**config.mk**
```make
export PLATFORM = sky130hd
export DESIGN_NAME = ad5543_serial_tx_flat
export DESIGN_NICKNAME = d
export VERILOG_FILES = /design/src/rtl/ad5543_pkg.sv /design/src/rtl/ad5543_serial_tx_if.sv /design/src/rtl/ad5543_tick_gen.sv /design/src/rtl/ad5543_serial_tx.sv /design/src/flat_wrapper.sv
export SDC_FILE = /design/constraint.sdc
export NUM_CORES = 1
export LEC_CHECK = 0
export BUFFER_PORTS_ARGS = -buffer_cell sky130_fd_sc_hd__clkbuf_2
export CORE_ASPECT_RATIO = 0.8
export CORE_MARGIN = 2
export CORE_UTILIZATION = 47
export DETAILED_ROUTE_END_ITERATION = 8
export PLACE_DENSITY = 0.7
export SYNTH_ARGS = -nofsm -noshare
export SYNTH_HDL_FRONTEND = slang
export SYNTH_SLANG_ARGS = --single-unit
```
**constraint.sdc**
```tcl
create_clock -name aclk -period 2.82 [get_ports aclk]
set_clock_uncertainty 0.15 [all_clocks]
set_input_delay 0.141 -clock aclk [delete_from_list [all_inputs] [get_ports aclk]]
set_output_delay 0.141 -clock aclk [all_outputs]
set_load 0.02 [all_outputs]
```
**src/rtl/ad5543_pkg.sv**
```systemverilog
// Shared types and helpers for the AD5543 serial transmitter.
//   tx_state_t   : frame sequencer states
//   frame_len()  : aclk cycles cs_n is held low for one frame
//   UNDERRUN_MAX : saturation value of the underrun counter
package ad5543_pkg;

  typedef enum logic [1:0] {
    IDLE,
    SETUP,
    SHIFT,
    HOLD
  } tx_state_t;

  localparam logic [15:0] UNDERRUN_MAX = 16'hFFFF;

  function automatic int unsigned frame_len(input int unsigned dw, input int unsigned sclk_div,
                                            input int unsigned cs_gap);
    return sclk_div * (2 * dw + 1) + cs_gap;
  endfunction

endpackage

```
**src/rtl/ad5543_serial_tx_if.sv**
```systemverilog
// AXI-Stream sample channel into the AD5543 transmitter.
//   tdata  : signed sample, DW bits
//   tvalid : sample available (master drives)
//   tready : accept strobe (slave drives)
interface ad5543_serial_tx_if #(
  parameter int unsigned DW = 16
) ();

  logic [DW-1:0] tdata;
  logic          tvalid;
  logic          tready;

  modport master (output tdata, output tvalid, input tready);
  modport slave  (input tdata, input tvalid, output tready);

endinterface

```
**src/rtl/ad5543_tick_gen.sv**
```systemverilog
// Enable-gated down-counter producing a one-cycle tick every DIV cycles.
//   aclk   : clock
//   areset : synchronous active-high reset
//   en     : count enable; while low the counter sits at DIV-1
//   tick   : high during the cycle the count is zero (and en is high)
module ad5543_tick_gen #(
  parameter int unsigned DIV = 80
) (
  input  logic aclk,
  input  logic areset,
  input  logic en,
  output logic tick
);

  localparam int unsigned   CW     = (DIV > 1) ? $clog2(DIV) : 1;
  localparam logic [CW-1:0] RELOAD = CW'(DIV - 1);

  logic [CW-1:0] cnt_q;

  always_ff @(posedge aclk) begin
    if (areset || !en || (cnt_q == '0)) begin
      cnt_q <= RELOAD;
    end else begin
      cnt_q <= cnt_q - CW'(1);
    end
  end

  assign tick = en && (cnt_q == '0);

endmodule

```
**src/rtl/ad5543_serial_tx.sv**
```systemverilog
// Streaming transmitter for the AD5543 16-bit serial DAC. Pulls one sample per
// sample period from an AXI-Stream slave and shifts it out MSB first as one
// cs_n frame; the DAC latches on the cs_n rise.
//   aclk, areset  : clock, synchronous active-high reset
//   en            : enables the sample-period ticker
//   s_axis        : sample stream (slave modport)
//   sclk/sdi/cs_n : DAC pins, all registered
//   busy          : frame in progress
//   underrun      : one-cycle pulse when a tick finds no sample
//   underrun_cnt  : saturating underrun count
// Build option: define AD5543_OFFSET_BINARY_EN to invert the sample MSB
// (two's complement -> offset binary for the unipolar DAC).
module ad5543_serial_tx
  import ad5543_pkg::*;
#(
  parameter int unsigned DW         = 16,
  parameter int unsigned SCLK_DIV   = 2,
  parameter int unsigned SAMPLE_DIV = 80,
  parameter int unsigned CS_GAP     = 2
) (
  input  logic                aclk,
  input  logic                areset,
  input  logic                en,
  ad5543_serial_tx_if.slave   s_axis,
  output logic                sclk,
  output logic                sdi,
  output logic                cs_n,
  output logic                busy,
  output logic                underrun,
  output logic [15:0]         underrun_cnt
);

  localparam int unsigned FRAME_LEN = frame_len(DW, SCLK_DIV, CS_GAP);
  localparam int unsigned HALF_W    = $clog2(2 * DW);
  localparam int unsigned GAP_W     = (CS_GAP > 1) ? $clog2(CS_GAP) : 1;
  localparam logic [HALF_W-1:0] LAST_HALF = HALF_W'(2 * DW - 1);

  if (SAMPLE_DIV < FRAME_LEN + 2) begin : g_div_check
    $error("SAMPLE_DIV must be at least FRAME_LEN+2");
  end

  tx_state_t         state_q;
  logic [DW-1:0]     shreg_q;
  logic [HALF_W-1:0] half_q;
  logic [GAP_W-1:0]  gap_q;
  logic              sclk_q, cs_n_q, busy_q, underrun_q;
  logic [15:0]       underrun_cnt_q;
  logic              sample_tick, phase_tick;
  logic [DW-1:0]     word;

  ad5543_tick_gen #(
    .DIV (SAMPLE_DIV)
  ) u_sample_tick (
    .aclk   (aclk),
    .areset (areset),
    .en     (en),
    .tick   (sample_tick)
  );

  // SCLK half-period counter; held at reload while idle so SETUP always
  // starts with a full half-period.
  ad5543_tick_gen #(
    .DIV (SCLK_DIV)
  ) u_phase_tick (
    .aclk   (aclk),
    .areset (areset),
    .en     (state_q != IDLE),
    .tick   (phase_tick)
  );

`ifdef AD5543_OFFSET_BINARY_EN
  assign word = {~s_axis.tdata[DW-1], s_axis.tdata[DW-2:0]};
`else
  assign word = s_axis.tdata;
`endif

  assign s_axis.tready = (state_q == IDLE) && sample_tick;

  always_ff @(posedge aclk) begin
    if (areset) begin
      state_q        <= IDLE;
      shreg_q        <= '0;
      half_q         <= '0;
      gap_q          <= '0;
      sclk_q         <= 1'b0;
      cs_n_q         <= 1'b1;
      busy_q         <= 1'b0;
      underrun_q     <= 1'b0;
      underrun_cnt_q <= '0;
    end else begin
      underrun_q <= 1'b0;
      unique case (state_q)
        IDLE: begin
          if (sample_tick) begin
            if (s_axis.tvalid) begin
              shreg_q <= word;
              sclk_q  <= 1'b0;
              cs_n_q  <= 1'b0;
              busy_q  <= 1'b1;
              state_q <= SETUP;
            end else begin
              underrun_q <= 1'b1;
              if (underrun_cnt_q != UNDERRUN_MAX) begin
                underrun_cnt_q <= underrun_cnt_q + 16'd1;
              end
            end
          end
        end
        SETUP: begin
          if (phase_tick) begin
            half_q  <= '0;
            state_q <= SHIFT;
          end
        end
        SHIFT: begin
          if (phase_tick) begin
            half_q <= half_q + HALF_W'(1);
            if (!sclk_q) begin
              sclk_q <= 1'b1;
            end else begin
              // Falling edge: the only point where sdi may advance.
              sclk_q <= 1'b0;
              if (half_q == LAST_HALF) begin
                gap_q   <= GAP_W'(CS_GAP - 1);
                state_q <= HOLD;
              end else begin
                shreg_q <= shreg_q << 1;
              end
            end
          end
        end
        HOLD: begin
          if (gap_q == '0) begin
            cs_n_q  <= 1'b1;
            busy_q  <= 1'b0;
            state_q <= IDLE;
          end else begin
            gap_q <= gap_q - GAP_W'(1);
          end
        end
        default: state_q <= IDLE;
      endcase
    end
  end

  assign sclk         = sclk_q;
  assign sdi          = shreg_q[DW-1];
  assign cs_n         = cs_n_q;
  assign busy         = busy_q;
  assign underrun     = underrun_q;
  assign underrun_cnt = underrun_cnt_q;

endmodule

```
**src/flat_wrapper.sv**
```systemverilog
// flat-port wrapper written by rule: the top's interface ports become plain ports
module ad5543_serial_tx_flat import ad5543_pkg::*;
#(
  parameter int unsigned DW         = 16,
  parameter int unsigned SCLK_DIV   = 2,
  parameter int unsigned SAMPLE_DIV = 80,
  parameter int unsigned CS_GAP     = 2
)
  (aclk, areset, en, sclk, sdi, cs_n, busy, underrun, underrun_cnt, s_axis_tdata, s_axis_tvalid, s_axis_tready);
  ad5543_serial_tx_if #(.DW(DW)) s_axis_i ();
  input  logic aclk;
  input  logic areset;
  input  logic en;
  output logic sclk;
  output logic sdi;
  output logic cs_n;
  output logic busy;
  output logic underrun;
  output logic [15:0] underrun_cnt;
  input wire logic [$bits(s_axis_i.tdata)-1:0] s_axis_tdata;
  input wire logic [$bits(s_axis_i.tvalid)-1:0] s_axis_tvalid;
  output wire logic [$bits(s_axis_i.tready)-1:0] s_axis_tready;
  assign s_axis_i.tdata = s_axis_tdata;
  assign s_axis_i.tvalid = s_axis_tvalid;
  assign s_axis_tready = s_axis_i.tready;
  ad5543_serial_tx #(.DW(DW), .SCLK_DIV(SCLK_DIV), .SAMPLE_DIV(SAMPLE_DIV), .CS_GAP(CS_GAP)) u_core (.aclk(aclk), .areset(areset), .en(en), .s_axis(s_axis_i), .sclk(sclk), .sdi(sdi), .cs_n(cs_n), .busy(busy), .underrun(underrun), .underrun_cnt(underrun_cnt));
endmodule
```
-- Yosys cells after proc, flatten, opt, wreduce, memory -nomap -nowiden
Cells that the tools add are included.
- add/sub/neg operators: 5
- equal/unequal tests: 13
- muxes and demuxes: 34
- bitwise operators: 4
- reductions and logical operators: 24
- operator list (cell ; number):
    $mux 16 ; 5
    $pmux 16 s2 ; 1
    $add 16x1->16 const B ; 1
    $ne 16x16->1 const B ; 1
    $reduce_and 4->1 ; 4
    $mux 2 ; 7
    $mux 1 ; 13
    $mux 5 ; 2
    $ne 2x1->1 const B ; 5
    $pmux 5 s2 ; 1
    $reduce_bool 2->1 ; 5
    $pmux 1 s2 ; 4
    $pmux 2 s4 ; 1
    $logic_not 7->1 ; 1
    $reduce_and 7->1 ; 1
    $sub 7x1->7 const B ; 1
    $ne 2x2->1 const B ; 3
    $reduce_and 6->1 ; 1
    $add 5x1->5 const B ; 1
    $eq 5x5->1 const B ; 1
    $eq 2x2->1 const B ; 2
    $logic_or 1x1->1 ; 4
    $not 1->1 ; 4
    $logic_and 1x1->1 ; 3
    other kinds (6) ; 8
- flip-flop bits (word level): 52
- input port bits: 20
- output and inout bits: 22
- logic and storage cells: 91

-- Logic depth before layout (Yosys ltp)
Gate-level depths: netlist (run 1).
- depth in word-level cells: 5
- gate-level depth with buffers: 9
- gate-level depth less buffers: 7

-- Cells and area by module
From an unflattened synthesis (run 1), not the netlist that was laid out.
- cell total of the unflattened synthesis: 277
- area total of the unflattened synthesis: 2502.4 sq um
- modules (own cells, without submodules) (module ; instances ; cells each ; area an instance (sq um) ; sequential area each (sq um)):
    ad5543_serial_tx ; 1 ; 240 ; 2119.5 ; 880.8
    ad5543_tick_gen at u_core.u_sample_tick ; 1 ; 34 ; 349.1 ; 140.1
    ad5543_tick_gen at u_core.u_phase_tick ; 1 ; 3 ; 33.8 ; 20.0

-- Worst setup path before layout (run 1)
OpenSTA, ideal clock, no wires.
- kind: reg2reg
- from: register u_core.u_sample_tick.cnt_q[0]
- to: register u_core.underrun_cnt_q[10], in the netlist u_core.underrun_cnt[10]
- library setup time: 0.123 ns
- data arrival time: 2.029 ns
- data required time: 2.547 ns
- setup slack: 0.518 ns
- cell stages (with the launch flop): 7
- path buffers: 0
- period minus slack after synthesis: 2.302 ns
- path through: dfxtp_1 inv_1 ha_1 or4b_4 or4b_1 nor3_1 mux2_1
- word-level cells in the longest chain between the ends: 3
- RTL lines (element ; line ; text):
    start: declaration ; ad5543_tick_gen.sv:18 ; logic [CW-1:0] cnt_q;
    start signal: assignment ; ad5543_tick_gen.sv:24 ; cnt_q <= cnt_q - CW'(1);
    $logic_not 7->1 ; ad5543_tick_gen.sv:28 ; assign tick = en && (cnt_q == '0);
    $logic_and 1x1->1 ; ad5543_tick_gen.sv:28 ;
    $reduce_and 4->1 (no line) ; - ;
    end signal: assignment ; ad5543_serial_tx.sv:104 ; underrun_cnt_q <= underrun_cnt_q + 16'd1;
    end: declaration ; ad5543_serial_tx.sv:47 ; logic [15:0] underrun_cnt_q;
Every way passes these cells.
A chain may end at the register's enable or synchronous reset.

-- Worst setup path in the final report (run 1)
- from: register u_core.u_sample_tick.cnt_q[0]
- to: register u_core.underrun_cnt_q[15], in the netlist u_core.underrun_cnt[15]
The elaborated chain is that of the path after synthesis.

==> impl_results.md, run 1 <==
* Outcome: finished, final reports clean
* Crit path launch: u_core.u_sample_tick.cnt_q[0]
* Psw at 268 uW
* Max Clock Freq at 411 MHz
* Reg-to-Reg End: u_core.underrun_cnt[15]
* Gates resized, CTS repair at 0
* Yosys Warn Count at 0
* First-pass GRT wire length at 9760 um
* Initial drt markers at 89
* Hold Path Class: in2reg
* CTS Root Cell: clkbuf_8
* Crit-path slowest cell: or4b_4
* GPL Wtd Cong at 0.775
* Number of H-tree levels at 2
* Post-DP Area at 2900 um2
* Post-Syn Area at 2620 um2
* Buffers on Ports at 41
* Die outline width at 87.5 um
* Int Power at 957 uW
* Most used DFF post-synth: dfxtp_1
* Final Cell Area at 3010 um2
* CTS tree: built
* Normalized max-slew margin at 49.2%
* Setup violators final at 0
* CP Capture Type: flop
* Setup crit start kind: flop
* WS Path Type: reg2reg
* Sequential fraction of the synthesis area at 39.7%
* Synth Instances at 290
* Flop pwr share at 60.0%
* Initial antenna violation count at 0
* Die H at 70.8 um
* Post-DP HPWL at 4040 um
* Largest stage delay, worst path at 0.52 ns
* Net Count, Synth at 318
* Sw Share at 21.9%
* Endpoint with the worst hold slack: u_core.shreg_q[10]
* Fin nets at 357
* Synth async-reset ratio at 0%
* Cell Pwr Density at 408 nW/um2
* Combinational power share at 3.8%
* Post-synth top area share at 39.7%
* Layout cells sized above 1 at 19.4%
* Flop2flop setup slack at 0.39 ns
* Routed len/inst at 14.3 um
* RR Startpoint: u_core.u_sample_tick.cnt_q[0]
* P_leak at 0.00107 uW
* N_diodes at 0
* Clock Tree Buf Depth at 2
* Total wire length at 5650 um
* Hold depth at 3
* #FFs+latches synth at 52
* Fin. max-slew vios at 0
* CP required at 2.87 ns
* Total number of vias at 2293
* Antenna-violating nets left at 0
* Io pins at 42
* Sink Count at 52
* Largest net degree at the start of global routing at 30
* HP Start: s_axis_tdata[10]
* Post-synth EDFFs at 0
* WP data arrival at 2.49 ns
* DRC Markers at 0
* Vias in the first global route at 2104
* Worst r2r path cells at 6
* Total gr overflow at 0
* Synth Area per Inst at 9.04 um2
* Top cells by area, synth: dfxtp_1 (40%), mux2i_1 (6.5%), a211oi_1 (4.3%)
* Tcrit/Tclk final at 86.3%
* Clock-pin slew on the worst setup and hold paths at 0.10 ns
* Gr usage total at 19.5%
* Max Cap Viol at 0
* Synth area leader: dfxtp_1
* Row count at 24
* Hold Vio Cnt, Final at 0
* Core area at 5410 um2
* Clock Latency Late Sink at 0.30 ns
* Area grow syn2layout at 14.7%
* Crit Path Max Fanout at 6
* Total Power at 1230 uW
* Worst Max-Slew Pin Slew at 0.760 ns
* First drt pass iteration count at 4
* Netlist cell types at 49
* Clock power share at 36.2%
* Fin crit period at 2.43 ns
* Total negative slack at 0 ns
* CP Cell Sequence: inv_1 -> ha_1 -> or4b_4 -> or3_1 -> nor4_1 -> mux2_1
* Die area at 6190 um2
* Initial Utilization at 48.5%
* Via density per instance at 5.81
* VDD IR max at 0.241 mV
* RSZ-0062 raised after global routing: no
* CTS Buf Count at 5
[per-layer routing]
| metal | global-route usage [%] | share of wire [%] |
|---|---|---|
| met3 | 3.73 | 3.2 |
| met5 | 0 | 0 |
| met1 | 29.8 | 54 |
| met4 | 5.98 | 0.64 |
| met2 | 27.5 | 42 |
[power groups by stage]
| stage | clock [uW] | combinational, uW | sequential, uW |
|---|---|---|---|
| finish | 443 | 46.2 | 736 |
| global route | 484 | 51.5 | 736 |
| CTS | 453 | 46.1 | 736 |
| detailed placement | 0 | 43.8 | 753 |
| global placement | 0 | 43.8 | 753 |
| floorplan | 0 | 24.6 | 753 |
[cell families (layout without fill, tap and decap cells)]
family / Yosys count / count (layout) / synth area share, %
AND/OR/NAND/NOR: 121 / 121 / 28.1
AO/OA/AOI/OAI: 59 / 59 / 15.0
flip-flops: 52 / 52 / 39.7
buffers and inverters: 25 / 65 / 3.68
multiplexers: 22 / 22 / 8.64
adder cells (fa/ha/maj): 8 / 8 / 3.82
XOR/XNOR: 3 / 3 / 1.00
[worst max path at each step]
stage	end	slack, ns	depth (start not counted)
2_1_floorplan	u_core.underrun_cnt[10]	0.52	6
3_3_place_gp	u_core.underrun_cnt[15]	0.44	6
3_5_place_dp	u_core.underrun_cnt[15]	0.37	6
4_1_cts	u_core.underrun_cnt[15]	0.37	6
5_1_grt	u_core.underrun_cnt[7]	0.18	6
6_report	u_core.underrun_cnt[15]	0.39	6
[synth_stat cells, types with 2 or more instances]
cell and instances:
nand3b_1 2, nand2_1 15, nand2b_1 4, a211oi_1 15, inv_1 7, or4_1 9
a22oi_1 3, nor4_1 3, and2_1 3, or3_1 5, nor2b_1 6, xor2_1 2
clkbuf_1 14, o21ai_0 8, nor2_1 13, or3b_1 2, o31ai_1 9, nor3_1 19
nand4_1 7, nor4b_2 2, buf_1 2, nand3_1 12, buf_2 2, mux2_1 4
mux2i_1 17, and4_1 2, nor3b_1 4, dfxtp_1 52, and3_1 4, ha_1 8
a21oi_1 17
[per-stage QoR]
step | worst slack [ns] | std cells | utilization [%] | hold slack, ns
2_1_floorplan | 0.518 | 290 | - | 0.0671
3_3_place_gp | 0.442 | 385 | 53.6 | 0.228
3_5_place_dp | 0.374 | 385 | 53.6 | 0.246
4_1_cts | 0.365 | 395 | 55.6 | 0.00607
5_1_grt | 0.180 | 395 | 55.6 | 0.00610
6_report | 0.386 | 395 | 55.6 | 0.0110
[critical path: cells and delay by family (launching register included)]
family / cells / cell delay, ns
adders and majority gates: 1 / 0.21
muxes: 1 / 0.34
and+or+nand+nor: 3 / 1.25
DFF: 1 / 0.33
buffers and inverters: 1 / 0.06
[repair_timing]
action                                 CTS  global route
hold buffers                             2             0
setup buffers                            0             0
endpoints found under the hold margin    2             0
[final cells by class]
cell class	instances	area (um2)
fillers	515	2400
multi-input cells	213	1490
flip-flops and latches	52	1040
repair buffers	50	278
clock buffers	8	90.1
well taps	65	81.3
inverters	7	26.3
[cell usage in the layout (no fill, tap or decap), types with 2 or more instances in the layout]
master,Yosys,layout
and4_1,2,2
nand4_1,7,7
or3_1,5,5
nor2b_1,6,6
a22oi_1,3,3
dfxtp_1,52,52
buf_4,0,7
nor4_1,3,2
a211oi_1,15,15
clkbuf_2,0,41
or3b_1,2,2
nor4b_2,2,2
nand2b_1,4,4
nor2_1,13,13
nand3b_1,2,2
inv_1,7,7
nor3b_1,4,4
clkbuf_8,0,6
dlygate4sd3_1,0,2
clkbuf_1,14,2
o21ai_0,8,8
nor3_1,19,19
ha_1,8,8
nor4_2,1,2
a21oi_1,17,17
o31ai_1,9,9
xor2_1,2,2
mux2_1,4,4
and3_1,4,4
and2_1,3,3
nand3_1,12,12
mux2i_1,17,17
or4_1,9,9
nand2_1,15,15
[sequential cells by signal (all words and copies together), names as in the netlist]
register,flops
u_core.shreg_q,16
u_core.underrun_cnt,16
u_core.u_sample_tick.cnt_q,7
u_core.half_q,5
u_core.state_q,2
u_core.busy,1
u_core.cs_n,1
u_core.gap_q,1
u_core.sclk,1
u_core.u_phase_tick.cnt_q,1
u_core.underrun,1
Power figures use the tool's default switching activity.
==> run 2, diff against run 1 <==
- PLACE_DENSITY: 0.7 -> 0.73
- clock period: 2.82 -> 2.14 ns (I/O delays scaled with it)
==> impl_results.md, run 2 (synthesized netlist as in run 1, its figures left out) <==
* Worst slack, placed at -0.137 ns
* Tcrit/Tclk final at 105%
* Commonest non-fill, non-tap cell in the layout: dfxtp_1
* Setup crit start kind: flop
* Clock Tree Buf Depth at 2
* Fin nets at 399
* HP Start: en
* Via density per instance at 5.70
* Routed len/inst at 14.8 um
* Crit path launch: u_core.state_q[1]
* Flop pwr share at 55.5%
* Hold Path Class: in2reg
* First drt pass iteration count at 5
* DRC Markers at 0
* Post-DP HPWL at 4320 um
* Psw at 384 uW
* Placed cell count at 410
* Clock power share at 39.4%
* Row count at 24
* Int Power at 1360 uW
* RSZ-0062 raised after global routing: yes
* Normalized max-slew margin at 58.4%
* Total number of vias at 2493
* CTS tree: built
* GPL Wtd Cong at 0.841
* Die area at 6190 um2
* WS Path Type: reg2reg
* Core area at 5410 um2
* WP data arrival at 2.30 ns
* Initial antenna violation count at 0
* Cell Pwr Density at 491 nW/um2
* P_leak at 0.00128 uW
* Failing checks: setup timing
* CP Capture Type: flop
* Outcome: complete, but fails checks
* Initial Utilization at 48.5%
* Clock-pin slew on the worst setup and hold paths at 0.10 ns
* Vias in the first global route at 2262
* VDD IR max at 0.275 mV
* Max Clock Freq at 446 MHz
* CP required at 2.20 ns
* N_diodes at 0
* Combinational power share at 5.2%
* CTS Root Cell: clkbuf_8
* Number of H-tree levels at 2
* Crit Path Max Fanout at 5
* Buffers on Ports at 41
* RR Startpoint: u_core.state_q[1]
* First-pass GRT wire length at 10700 um
* Largest net degree at the start of global routing at 41
* Worst setup margin at -0.101 ns
* Layout cells sized above 1 at 32.8%
* Most frequent cells in the layout: dfxtp_1 (48), clkbuf_2 (41), buf_4 (30)
* Io pins at 42
* Die outline width at 87.5 um
* Gr usage total at 21.4%
* CTS Buf Count at 5
* Sink Count at 52
* Fin. max-slew vios at 0
* Die H at 70.8 um
* Total wire length at 6470 um
* Area grow syn2layout at 35.8%
* Clock Latency Late Sink at 0.31 ns
* Total gr overflow at 0
* Antenna-violating nets left at 0
* Sw Share at 22.0%
* Fin crit period at 2.24 ns
* Setup violators final at 6
* Worst Max-Slew Pin Slew at 0.617 ns
* Initial drt markers at 169
* Final core utilization at 65.9%
* Non-filler instance count after layout at 437
* Max Cap Viol at 0
* Hold Vio Cnt, Final at 0
* Total Power at 1750 uW
==> run 2: cell count changes in the layout (fill, tap and decap cells not counted), sizes merged <==
| cell | previous run | this run |
|---|---|---|
| buf | 7 | 34 |
| dlygate4sd3 | 2 | 17 |
| clkbuf | 49 | 46 |
| bufinv | 0 | 1 |
| clkinv | 0 | 1 |
| clkinvlp | 0 | 1 |
==> run 2: layout make-up <==
cell class / instances / area (um2)
fill: 419 / 1840
multi-input combinational: 213 / 1640
sequential: 52 / 1050
timing repair buffer: 92 / 654
tap: 65 / 81.3
clock buffer: 5 / 68.8
clock inverter: 3 / 42.5
inverter: 7 / 26.3
==> run 2: layer usage <==
metal | vias up | global-route usage (%) | routed length, um
met5 | - | 0 | 0
met4 | 0 | 5.64 | 62
met3 | 5 | 3.85 | 275
met2 | 53 | 32.3 | 2960
met1 | 1186 | 31.5 | 3170
li1 | 1249 | - | -
==> run 2: worst paths after layout <==
| kind | slack (ns) | end | cells past startpoint |
|---|---|---|---|
| setup / recovery | -0.10 | u_core.underrun_cnt[11] | 6 |
| hold / removal | 0.009 | u_core.busy | 3 |
| setup reg to reg | -0.10 | u_core.underrun_cnt[11] | 6 |
| hold reg to reg | 0.33 | u_core.busy | 2 |
==> run 2: per-stage QoR <==
stage               cell area (um2)  hold slack (ns)  TNS (ns)
detailed placement             3140            0.217    -0.468
floorplan                      2660           0.0331    -0.176
global placement               3140            0.212    -0.214
global route                   3560           0.0484     -1.14
finish                         3560          0.00936    -0.286
CTS                            3470          0.00353    -0.568
==> run 2: power groups by stage <==
stage / registers [uW] / logic (uW) / clock network (uW)
4_1_cts: 970 / 88.3 / 703
5_1_grt: 970 / 100 / 723
2_1_floorplan: 993 / 33.8 / 0
3_5_place_dp: 993 / 63.3 / 0
6_report: 970 / 90.4 / 689
3_3_place_gp: 992 / 63.1 / 0
==> run 2: worst max-delay path, cell delays in order (launching register included) <==
cell and delay [ns]:
dfxtp_2 0.33, inv_2 0.07, ha_4 0.13, or4bb_1 0.41
or3_4 0.47, nor4b_4 0.25, mux2_4 0.33
==> run 2: repair_timing <==
item | in CTS | in global routing
gates resized for setup | 13 | 19
buffers inserted | 0 | 1
cloned | 0 | 1
hold endpoints to repair | 17 | 0
setup endpoints to repair | 7 | 32
pin swaps | 4 | 14
hold buffers | 17 | 0
==> run 3, diff against run 2 <==
- CORE_ASPECT_RATIO: 0.8 -> 1.75
==> impl_results.md, run 3 (synthesized netlist as in run 1, its figures left out) <==
* Outcome: complete, but fails checks
* Failing checks: hold timing, setup timing
* Initial drt markers at 113
* Post-DP Area at 3200 um2
* Number of H-tree levels at 2
* Normalized max-slew margin at 70.0%
* Met2 usage at 46.2%
* Total wire length at 6950 um
* Most frequent cells in the layout: dfxtp_1 (48), clkbuf_2 (41), buf_4 (38), mux2i_1 (17), nor3_1 (17)
* Die H at 103 um
* Largest net degree at the start of global routing at 24
* Row count at 36
* Met3 Use GR at 3.01%
* Layout cells sized above 1 at 32.5%
* WP data arrival at 2.39 ns
* Vias in the first global route at 2533
* Fin. max-slew vios at 0
* Hold Vio Cnt, Final at 1
* Non-filler instance count after layout at 454
* CTS Buf Count at 5
* Initial antenna violation count at 0
* Antenna-violating nets left at 0
* Tcrit/Tclk final at 107%
* Post-DP HPWL at 4910 um
* RSZ-0062 raised after global routing: yes
* WS Path Type: reg2reg
* Total Power at 1660 uW
* Die outline width at 60.5 um
* Total negative slack at -0.741 ns
* Max Clock Freq at 437 MHz
* Met1 GRT Util at 22.3%
* Total number of vias at 2599
* GPL Wtd Cong at 0.856
* N_diodes at 0
* Io pins at 42
* First drt pass iteration count at 4
* Worst Max-Slew Pin Slew at 0.449 ns
* Fin nets at 405
* Crit Path Max Fanout at 4
* Setup violators final at 9
* VDD IR max at 0.405 mV
* Total gr overflow at 0
* P_leak at 0.00132 uW
* Setup crit start kind: flop
* Max Cap Viol at 0
* DRC Markers at 0
* CTS tree: built
* Area grow syn2layout at 36.2%
* Hold WS at -0.00491 ns
* First-pass GRT wire length at 11100 um
* Placed cell count at 428
* Die area at 6210 um2
* Via density per instance at 5.72
* Busiest grt layer: met2
* Hold Path Class: in2reg
* Fin crit period at 2.29 ns
* Core area at 5500 um2
* Initial Utilization at 47.7%
* Cell Pwr Density at 464 nW/um2
* Worst setup margin at -0.150 ns
* Sink Count at 52
* CP Capture Type: flop
* Commonest non-fill, non-tap cell in the layout: dfxtp_1
* Routed len/inst at 15.3 um
* Clock Tree Buf Depth at 2
* CTS Root Cell: clkbuf_8
* Gr usage total at 23.3%
* Flop2flop setup slack at -0.15 ns
* CP required at 2.24 ns
* Clock-pin slew on the worst setup and hold paths at 0.09 ns
* Clock Latency Late Sink at 0.31 ns
* Final Cell Area at 3570 um2
* Buffers on Ports at 41
==> run 3: cell count changes in the layout (fill, tap and decap cells not counted), sizes merged <==
| cell | delta |
|---|---|
| clkbuf | +3 |
| dlygate4sd3 | -1 |
| buf | +7 |
| clkinv | -1 |
| bufinv | -1 |
| clkinvlp | -1 |
==> run 3: through the flow <==
step	util (%)	setup slack (ns)	hold WS, ns
finish	65.0	-0.150	-0.00491
global route	65.0	-0.223	0.0124
CTS	63.4	-0.129	0.00114
detailed placement	58.3	-0.121	0.222
global placement	58.3	-0.0839	0.204
floorplan	-	-0.0814	0.0331
==> run 3: metal layers <==
metal | up-vias | part of all wire (%) | routed length, um
met5 | - | 0 | 0
met4 | 0 | 3.0 | 207
met3 | 17 | 2.2 | 150
met2 | 50 | 58 | 4000
met1 | 1267 | 37 | 2590
li1 | 1265 | - | -
==> run 3: cell type report <==
type,count,area [um2]
Timing Repair Buffer,98,693
Fill cell,477,1930
Tap cell,76,95.1
Multi-Input combinational cell,213,1620
Clock buffer,8,90.1
Inverter,7,26.3
Sequential cell,52,1050
==> run 3: path summary, 6_finish.rpt <==
check                                startpoint                endpoint  depth (start not counted)
setup reg to reg  u_core.u_sample_tick.cnt_q[1]  u_core.underrun_cnt[1]                          7
setup / recovery  u_core.u_sample_tick.cnt_q[1]  u_core.underrun_cnt[1]                          7
hold reg to reg               u_core.shreg_q[0]       u_core.shreg_q[0]                          2
hold / removal                  s_axis_tdata[3]       u_core.shreg_q[3]                          3
==> run 3: report_power, final <==
part	switching, uW	internal, uW
combinational	41.9	49.2
sequential	1.13	969
clock	332	265
total	375	1280
==> run 3: repair_timing <==
| item | in CTS | in global routing |
|---|---|---|
| endpoints found under the hold margin | 15 | 0 |
| resized for setup | 7 | 19 |
| pin swaps | 6 | 7 |
| setup buffers | 1 | 0 |
| hold buffers | 16 | 0 |
| gates cloned | 0 | 1 |
| setup endpoints to repair | 9 | 28 |
==> run 3: critical path, stage by stage, from the launching register on <==
cell     delay [ns]
dfxtp_2        0.33
inv_2          0.06
ha_4           0.12
or4b_4         0.47
or3_4          0.46
buf_6          0.14
or3b_1         0.37
a21oi_2        0.13
